===== src/rtl/ready_proxy_pkg.sv =====
// Shared types for the ready_proxy register slice: state encoding and its width.
package ready_proxy_pkg;

    localparam int unsigned STATE_W = 2;

    typedef enum logic [STATE_W-1:0] {
        ST_EMPTY   = 2'd0,
        ST_BUSY    = 2'd1,
        ST_FULL    = 2'd2,
        ST_ILLEGAL = 2'd3
    } state_e;

endpackage


===== src/rtl/ready_proxy_if.sv =====
// Valid/ready handshake bundle seen by ready_proxy: upstream source side plus downstream sink side.
interface ready_proxy_if #(
    parameter int unsigned DATA_WIDTH = 8
);
    logic [DATA_WIDTH-1:0] up_data;
    logic                  up_valid;
    logic                  up_ready;
    logic [DATA_WIDTH-1:0] down_data;
    logic                  down_valid;
    logic                  down_ready;

    // Slice view
    modport slave (
        input  up_data,
        input  up_valid,
        input  down_ready,
        output up_ready,
        output down_data,
        output down_valid
    );

    // Environment view: drives the source and the sink's ready
    modport master (
        output up_data,
        output up_valid,
        output down_ready,
        input  up_ready,
        input  down_data,
        input  down_valid
    );
endinterface


===== src/rtl/ready_proxy.sv =====
// Skid-buffer register slice: registers valid/data forward and ready backward,
// full throughput, one-cycle latency, main register plus one skid register.
module ready_proxy
    import ready_proxy_pkg::*;
#(
    parameter int unsigned DATA_WIDTH = 8
) (
    input  logic           clk,
    input  logic           rst,
    ready_proxy_if.slave   bus
);

    state_e                state;
    state_e                next_state;
    logic [DATA_WIDTH-1:0] main_q;
    logic [DATA_WIDTH-1:0] skid_q;
    logic                  down_valid_q;
    logic                  up_ready_q;
    logic                  up_fire;
    logic                  down_fire;
    logic                  load_main_up;
    logic                  load_main_skid;
    logic                  load_skid;

    assign up_fire   = bus.up_valid & up_ready_q;
    assign down_fire = down_valid_q & bus.down_ready;

    assign bus.up_ready   = up_ready_q;
    assign bus.down_valid = down_valid_q;
    assign bus.down_data  = main_q;

    // State, handshake flags and storage
    always_ff @(posedge clk) begin
        if (rst) begin
            state        <= ST_EMPTY;
            down_valid_q <= 1'b0;
            up_ready_q   <= 1'b0;
            main_q       <= '0;
            skid_q       <= '0;
        end else begin
            state        <= next_state;
            down_valid_q <= (next_state != ST_EMPTY);
            up_ready_q   <= (next_state != ST_FULL);
            if (load_main_up) begin
                main_q <= bus.up_data;
            end else if (load_main_skid) begin
                main_q <= skid_q;
            end
            if (load_skid) begin
                skid_q <= bus.up_data;
            end
        end
    end

    // Next state and register load enables
    always_comb begin
        next_state     = state;
        load_main_up   = 1'b0;
        load_main_skid = 1'b0;
        load_skid      = 1'b0;
        unique case (state)
            ST_EMPTY: begin
                if (up_fire) begin
                    next_state   = ST_BUSY;
                    load_main_up = 1'b1;
                end
            end
            ST_BUSY: begin
                if (up_fire && down_fire) begin
                    load_main_up = 1'b1;
                end else if (up_fire) begin
                    next_state = ST_FULL;
                    load_skid  = 1'b1;
                end else if (down_fire) begin
                    next_state = ST_EMPTY;
                end
            end
            ST_FULL: begin
                if (down_fire) begin
                    next_state     = ST_BUSY;
                    load_main_skid = 1'b1;
                end
            end
            default: begin
                next_state = ST_EMPTY;
            end
        endcase
    end

    a_state_legal : assert property (@(posedge clk) disable iff (rst)
        state != ST_ILLEGAL);

    // A stalled beat must not change under the sink
    a_stall_stable : assert property (@(posedge clk) disable iff (rst)
        (down_valid_q && !bus.down_ready) |=> (down_valid_q && $stable(main_q)));

endmodule


===== src/flat_wrapper.sv =====
// flat-port wrapper written by rule: the top's interface ports become plain ports
module ready_proxy_flat import ready_proxy_pkg::*;
#(
    parameter int unsigned DATA_WIDTH = 8
)
  (clk, rst, bus_up_data, bus_up_valid, bus_down_ready, bus_up_ready, bus_down_data, bus_down_valid);
  ready_proxy_if #(.DATA_WIDTH(DATA_WIDTH)) bus_i ();
  input  logic clk;
  input  logic rst;
  input wire logic [$bits(bus_i.up_data)-1:0] bus_up_data;
  input wire logic [$bits(bus_i.up_valid)-1:0] bus_up_valid;
  input wire logic [$bits(bus_i.down_ready)-1:0] bus_down_ready;
  output wire logic [$bits(bus_i.up_ready)-1:0] bus_up_ready;
  output wire logic [$bits(bus_i.down_data)-1:0] bus_down_data;
  output wire logic [$bits(bus_i.down_valid)-1:0] bus_down_valid;
  assign bus_i.up_data = bus_up_data;
  assign bus_i.up_valid = bus_up_valid;
  assign bus_i.down_ready = bus_down_ready;
  assign bus_up_ready = bus_i.up_ready;
  assign bus_down_data = bus_i.down_data;
  assign bus_down_valid = bus_i.down_valid;
  ready_proxy #(.DATA_WIDTH(DATA_WIDTH)) u_core (.clk(clk), .rst(rst), .bus(bus_i));
endmodule

===== config.mk =====
export PLATFORM = sky130hd
export DESIGN_NAME = ready_proxy_flat
export DESIGN_NICKNAME = d
export VERILOG_FILES = /design/src/rtl/ready_proxy_pkg.sv /design/src/rtl/ready_proxy_if.sv /design/src/rtl/ready_proxy.sv /design/src/flat_wrapper.sv
export SDC_FILE = /design/constraint.sdc
export NUM_CORES = 1
export LEC_CHECK = 0
export ABC_AREA = 1
export CORE_UTILIZATION = 30
export DETAILED_ROUTE_END_ITERATION = 16
export GPL_TIMING_DRIVEN = 0
export PLACE_DENSITY = 0.53
export SLEW_MARGIN = 20
export SYNTH_ARGS = -nofsm -noshare
export SYNTH_HDL_FRONTEND = slang
export SYNTH_SLANG_ARGS = --single-unit

===== constraint.sdc =====
create_clock -name clk -period 1.25 [get_ports clk]
set_input_delay 0.375 -clock clk [delete_from_list [all_inputs] [get_ports clk]]
set_output_delay 0.375 -clock clk [all_outputs]
set_load 0.01 [all_outputs]

==> flow_summary.toml, run 1 <==
[worst_hold_path]
min_to = "u_core.bus.down_data[6]$_SDFFE_PP0P_"
min_from = "u_core.bus.down_data[6]$_SDFFE_PP0P_"
min_path_type = "flop to flop"
min_path_cells = 2

[setup_path]
critical_path_class = "flop to flop"
r2r-end = "u_core.bus.down_valid$_SDFF_PP0_"
crit_path_end_kind = "flop"
worst_setup_path_start_kind = "flop"
max_stage_delay_ns = 0.34
rrSetupSlack_ns = 0.05
regToRegStartpoint = "u_core.bus.down_valid$_SDFF_PP0_"
worstPathRequired_ns = 1.46
crit_chain = "buf_4 > nand2_4 > nand2_4 > nand2_4 > buf_6 > nand3_2 > nand2_2 > nand2_1"
worstPathArrival_ns = 1.41
cp_common_cell = "nand2_4"
crit_slowest_cell = "dfxtp_2"
r2r_cells = 8
crit_fanout = 5

[route]
routed_via_density = 4.66
via_count = 881
wl_per_cell_um = 12.8
routed_wirelength_um = 2420
drtIter0Drc = 17
firstDrtPassIters = 4
drcViolationCount = 0
antenna_left = 0

[place]
dp_hpwl_um = 1440
portBuffers = 20
place_ws_ns = -0.525
place.gp.congestion = 0.709
placed_area_mm2 = 0.00112

[yosys]
synth_seq_area_share_pct = 45.2
ys_seq_elements = 20
syn_nets = 129
synth_warnings = 0
yosysTopAreaCell = "dfxtp_1"
ys_types = 15
synth.top_cell.area_share_pct = 45.2
synth_area_per_cell_um2 = 7.57
synthCells = 117
synth_area_leaders = "dfxtp_1, nand3_1, nand2_1"
synth_area_um2 = 886

[sta]
rsz0062_at_grt = "true"
setup_slack_ns = 0.0531
min_period_ns = 1.20
report.final.slew_viol_count = 0
max_freq_mhz = 835
fin_hold_ws_ns = 0.481
timing.setup.tns_ns = 0
slew_headroom_pct = 68.4
fin_crit_sh_pct = 95.8
worstMarginPinSlew_ns = 0.474
setup_viol = 0
hold_viol = 0
fin_skew_ns = 0.0109

[clock_tree]
cts_sinks = 20
cts-htree-levels = 1
clockRootBuffer = "clkbuf_4"
cts_tree = "done"
insertion_delay_ns = 0.30
path_clk_slew_ns = 0.13
hold_buffers = 0
cts_buffers = 3
clockBufferDepth = 2

[power_and_ir_drop]
internal_power_w = 0.00115
powerDensity_mw_per_mm2 = 1160
switching_share_pct = 25.2
p_sw_w = 0.000389
vdd_drop_max_uv = 753
p_leak_nw = 0.634
p_seq_share_pct = 45.7
pwr-share-clk_pct = 34.4
p_comb_share_pct = 19.9
p_total_w = 0.00154

[global_route]
antenna_found_initial = 0
grt_pass1_wl_um = 3930
grt_pass1_vias = 837
grt_usage_pct = 16.3
gr-total-overflow = 0
grt_max_degree = 13

[final_layout]
final_common_cell = "nand2_1"
drive_above_1_share_pct = 38.6
fin_area_mm2 = 0.00133
most-common-layout-cells = "nand2_1, nor2_1, nand3_1"
final_nets = 171
layout-area-overhead-vs-synth_pct = 49.9
antennaDiodeCount = 0

[floorplanning]
die_w_um = 56.3
start_util_pct = 31.8
die_height_um = 56.3
pin_count = 22
rows = 19
core_area_mm2 = 0.00278
die_area_mm2 = 0.00317

[status]
status = "finished clean"

[flow_run]
drv_cap = 0
## per-layer routing
metal | wire, um | share of wire (%) | track usage (%)
met2 | 1160 | 48 | 26.7
met1 | 1120 | 46 | 21.3
met4 | 31 | 1.3 | 7.32
met3 | 117 | 4.8 | 2.30
met5 | 0 | 0 | 0
## state kept, by name, summed over array words and instances (netlist names)
signal and count:
u_core.skid_q 8, u_core.state 2, u_core.bus.down_data 8, u_core.bus.up_ready 1, u_core.bus.down_valid 1
## worst max path at each step
| stage | start | cells after the start | slack, ns | end |
|---|---|---|---|---|
| floorplan | bus_down_ready | 7 | 0.09 | u_core.bus.down_valid$_SDFF_PP0_ |
| global placement | bus_down_ready | 8 | -0.52 | u_core.skid_q[7]$_SDFFE_PP0P_ |
| detailed placement | bus_down_ready | 8 | -0.53 | u_core.skid_q[2]$_SDFFE_PP0P_ |
| CTS | u_core.bus.down_data[6]$_SDFFE_PP0P_ | 1 | 0.0004 | bus_down_data[6] |
| global route | u_core.bus.down_valid$_SDFF_PP0_ | 8 | -0.01 | u_core.bus.down_data[6]$_SDFFE_PP0P_ |
| finish | u_core.bus.down_valid$_SDFF_PP0_ | 8 | 0.05 | u_core.bus.down_valid$_SDFF_PP0_ |
## Yosys cell counts, drive strengths merged
library cell  count
nor2             19
nand3b            8
inv               7
nand3            18
a21oi             8
buf               2
o21ai             8
nand2            27
dfxtp            20
## critical path, delay by kind of cell, from the launching register on
family / cells / cell delay (ns)
AND/OR/NAND/NOR: 6 / 0.50
buffers and inverters: 2 / 0.26
flip-flops: 1 / 0.34
## kinds of logic (layout without fill, tap and decap cells)
family / Yosys count / count (layout) / synth area share, %
flops: 20 / 20 / 45.2
compound gates: 16 / 16 / 9.04
buf+inv: 9 / 47 / 4.66
simple gates: 72 / 75 / 41.1
## cell type report
type                            count  area [um^2]
Buffer                              2         15.0
Clock buffer                        3         22.5
Clock inverter                      1         30.0
Fill cell                         314         1450
Inverter                            7         33.8
Multi-Input combinational cell     91          504
Sequential cell                    20          415
Tap cell                           31         38.8
Timing Repair Buffer               34          268
## power groups by stage
stage               Clock, W  Sequential (W)  Combinational [W]
floorplan                  0        0.000722           0.000120
global placement           0        0.000710           0.000245
detailed placement         0        0.000712           0.000247
CTS                 0.000544        0.000703           0.000285
global route        0.000588        0.000709           0.000336
finish              0.000531        0.000704           0.000307
## through the flow
step           util, %  cells
2_1_floorplan        -    117
3_3_place_gp      40.4    168
3_5_place_dp      40.4    168
4_1_cts           46.6    182
5_1_grt           47.7    189
6_report          47.7    189
## repair_timing
| action | 4_1_cts | 5_1_grt |
|---|---|---|
| buffers inserted | 6 | 7 |
| pin swaps | 6 | 7 |
| cloned | 4 | 0 |
| endpoints found under the hold margin | 0 | 0 |
| resized for setup | 50 | 22 |
| endpoints found under the setup margin | 30 | 28 |
Note: power is estimated with default switching activity, not from simulation.
==> run 2: changes to the inputs <==
--- a/config.mk
+++ b/config.mk
@@ -10,6 +10,8 @@
 export DETAILED_ROUTE_END_ITERATION = 16
 export GPL_TIMING_DRIVEN = 0
 export PLACE_DENSITY = 0.53
+export SKIP_CTS_REPAIR_TIMING = 1
+export SKIP_LAST_GASP = 1
 export SLEW_MARGIN = 20
 export SYNTH_ARGS = -nofsm -noshare
 export SYNTH_HDL_FRONTEND = slang
==> run 2 against run 1 <==
  * The run now ends with setup timing left
  * Sequential share of layout area decreased by 2.7 points
  * Design area grew 7.1%
  * Critical path depth shrank 7
  * Register-to-register slack got worse by 0.02 ns
  * Sequential cell count stayed put
  * Worst setup slack lost 0.36 ns
  * Critical path type is now flop to output pin
  * Critical endpoint is now bus_down_data[5]
  * Largest cell class unchanged
==> flow_summary.toml, run 2 (same netlist as run 1, synthesis figures left out) <==
[status]
status = "complete, but fails checks"
violations = "setup timing"

[clock_tree]
cts_sinks = 20
cts-htree-levels = 1
path_clk_slew_ns = 0.13
insertion_delay_ns = 0.31
clockBufferDepth = 2
clockRootBuffer = "clkbuf_4"
cts_buffers = 3
cts_tree = "done"

[sta]
worstMarginPinSlew_ns = 0.448
timing.setup.tns_ns = -0.304
hold_viol = 0
report.final.slew_viol_count = 0
min_period_ns = 1.55
fin_crit_sh_pct = 124
rsz0062_at_grt = "true"
setup_slack_ns = -0.304
slew_headroom_pct = 70.1
setup_viol = 1
fin_skew_ns = 0.00950
max_freq_mhz = 643
fin_hold_ws_ns = 0.448

[global_route]
antenna_found_initial = 0
grt_pass1_vias = 749
grt_usage_pct = 13.9
gr-total-overflow = 0
grt_max_degree = 13
grt_pass1_wl_um = 3400

[floorplanning]
start_util_pct = 31.8
die_w_um = 56.3
core_area_mm2 = 0.00278
pin_count = 22
die_height_um = 56.3
rows = 19
die_area_mm2 = 0.00317

[place]
place_ws_ns = -0.525
place.gp.congestion = 0.709
dp_hpwl_um = 1440
placed_area_mm2 = 0.00112
portBuffers = 20

[setup_path]
worstPathArrival_ns = 1.18
critPathBufInv = 1
max_stage_delay_ns = 0.52
crit_chain = "clkdlybuf4s50_1"
r2r-end = "u_core.bus.down_valid$_SDFF_PP0_"
critical_path_class = "flop to output pin"
worstPathRequired_ns = 0.88
crit_slowest_cell = "clkdlybuf4s50_1"
regToRegStartpoint = "u_core.bus.up_ready$_SDFF_PP0_"
worst_setup_path_start_kind = "flop"
crit_path_end_kind = "output pin"
path_delay_family = "buffers and inverters"
rrSetupSlack_ns = 0.03
crit_fanout = 2
r2r_cells = 8

[final_layout]
layout-area-overhead-vs-synth_pct = 60.5
fillerInstances = 285
fin_area_mm2 = 0.00142
final_nets = 167
antennaDiodeCount = 0
multi_input_area_um2 = 544
ff_latch_area_um2 = 407
drive_above_1_share_pct = 29.2
most-common-layout-cells = "nand2_1, nand3_1, nor2_1, dfxtp_1, dlymetal6s2s_1"
final_common_cell = "nand2_1"

[worst_hold_path]
min_from = "rst"
min_path_type = "input pin to flop"
min_to = "u_core.bus.up_ready$_SDFF_PP0_"
min_path_cells = 2

[route]
drtIter0Drc = 12
wl_per_cell_um = 13.0
firstDrtPassIters = 4
drcViolationCount = 0
via_count = 901
antenna_left = 0
routed_wirelength_um = 2400
routed_via_density = 4.87

[power_and_ir_drop]
p_total_w = 0.00157
vdd_drop_max_uv = 745
p_leak_nw = 0.731
powerDensity_mw_per_mm2 = 1100

[flow_run]
drv_cap = 0
run 2: changes by cell type in the layout (fill, tap and decap cells not counted), sizes merged:
cell / change
clkdlybuf4s50: +1
inv: -2
dlymetal6s2s: +9
clkinv: +1
clkbuf: +2
dlygate4sd2: -1
clkinvlp: +2
buf: -16
run 2: area by class of cell:
cell class                      count  share of cell area, %
Clock buffer                        3                   1.58
Timing Repair Buffer               29                   22.0
Multi-Input combinational cell     91                   38.3
Tap cell                           31                   2.73
Sequential cell                    20                   28.6
Inverter                            7                   2.99
Timing Repair inverter              1                  0.352
Buffer                              2                   1.32
Clock inverter                      1                   2.11
run 2: per-stage QoR:
stage                     cells  util (%)
after floorplan             117         -
after global placement      168      40.4
after detailed placement    168      40.4
after CTS                   172      42.3
after global routing        185      51.1
final                       185      51.1
run 2: worst max path at each step:
stage | start | endpoint | depth (start not counted)
floorplan | bus_down_ready | u_core.bus.down_valid$_SDFF_PP0_ | 7
global placement | bus_down_ready | u_core.skid_q[7]$_SDFFE_PP0P_ | 8
detailed placement | bus_down_ready | u_core.skid_q[2]$_SDFFE_PP0P_ | 8
CTS | u_core.bus.up_ready$_SDFF_PP0_ | bus_up_ready | 1
global route | u_core.bus.down_data[5]$_SDFFE_PP0P_ | bus_down_data[5] | 1
finish | u_core.bus.down_data[5]$_SDFFE_PP0P_ | bus_down_data[5] | 1
run 2: report_power, final:
| part | internal, W | total (W) | switching, W | leakage (nW) |
|---|---|---|---|---|
| registers | 0.000677 | 0.000702 | 0.0000246 | 0.165 |
| logic | 0.000164 | 0.000329 | 0.000165 | 0.538 |
| clock network | 0.000324 | 0.000536 | 0.000212 | 0.0279 |
run 2: layer usage:
metal,part of all wire [%],GRT usage [%],vias up
met5,0,0,-
li1,-,-,470
met4,1.8,6.27,0
met3,3.9,2.07,4
met1,47,19.7,406
met2,47,20.7,21
==> run 3: changes to the inputs <==
--- a/config.mk
+++ b/config.mk
@@ -12,7 +12,7 @@
 export PLACE_DENSITY = 0.53
 export SKIP_CTS_REPAIR_TIMING = 1
 export SKIP_LAST_GASP = 1
-export SLEW_MARGIN = 20
+export SLEW_MARGIN = 10
 export SYNTH_ARGS = -nofsm -noshare
 export SYNTH_HDL_FRONTEND = slang
 export SYNTH_SLANG_ARGS = --single-unit
==> results of run 3 <==
Final layout, timing and power as in run 2 (identical DEF).
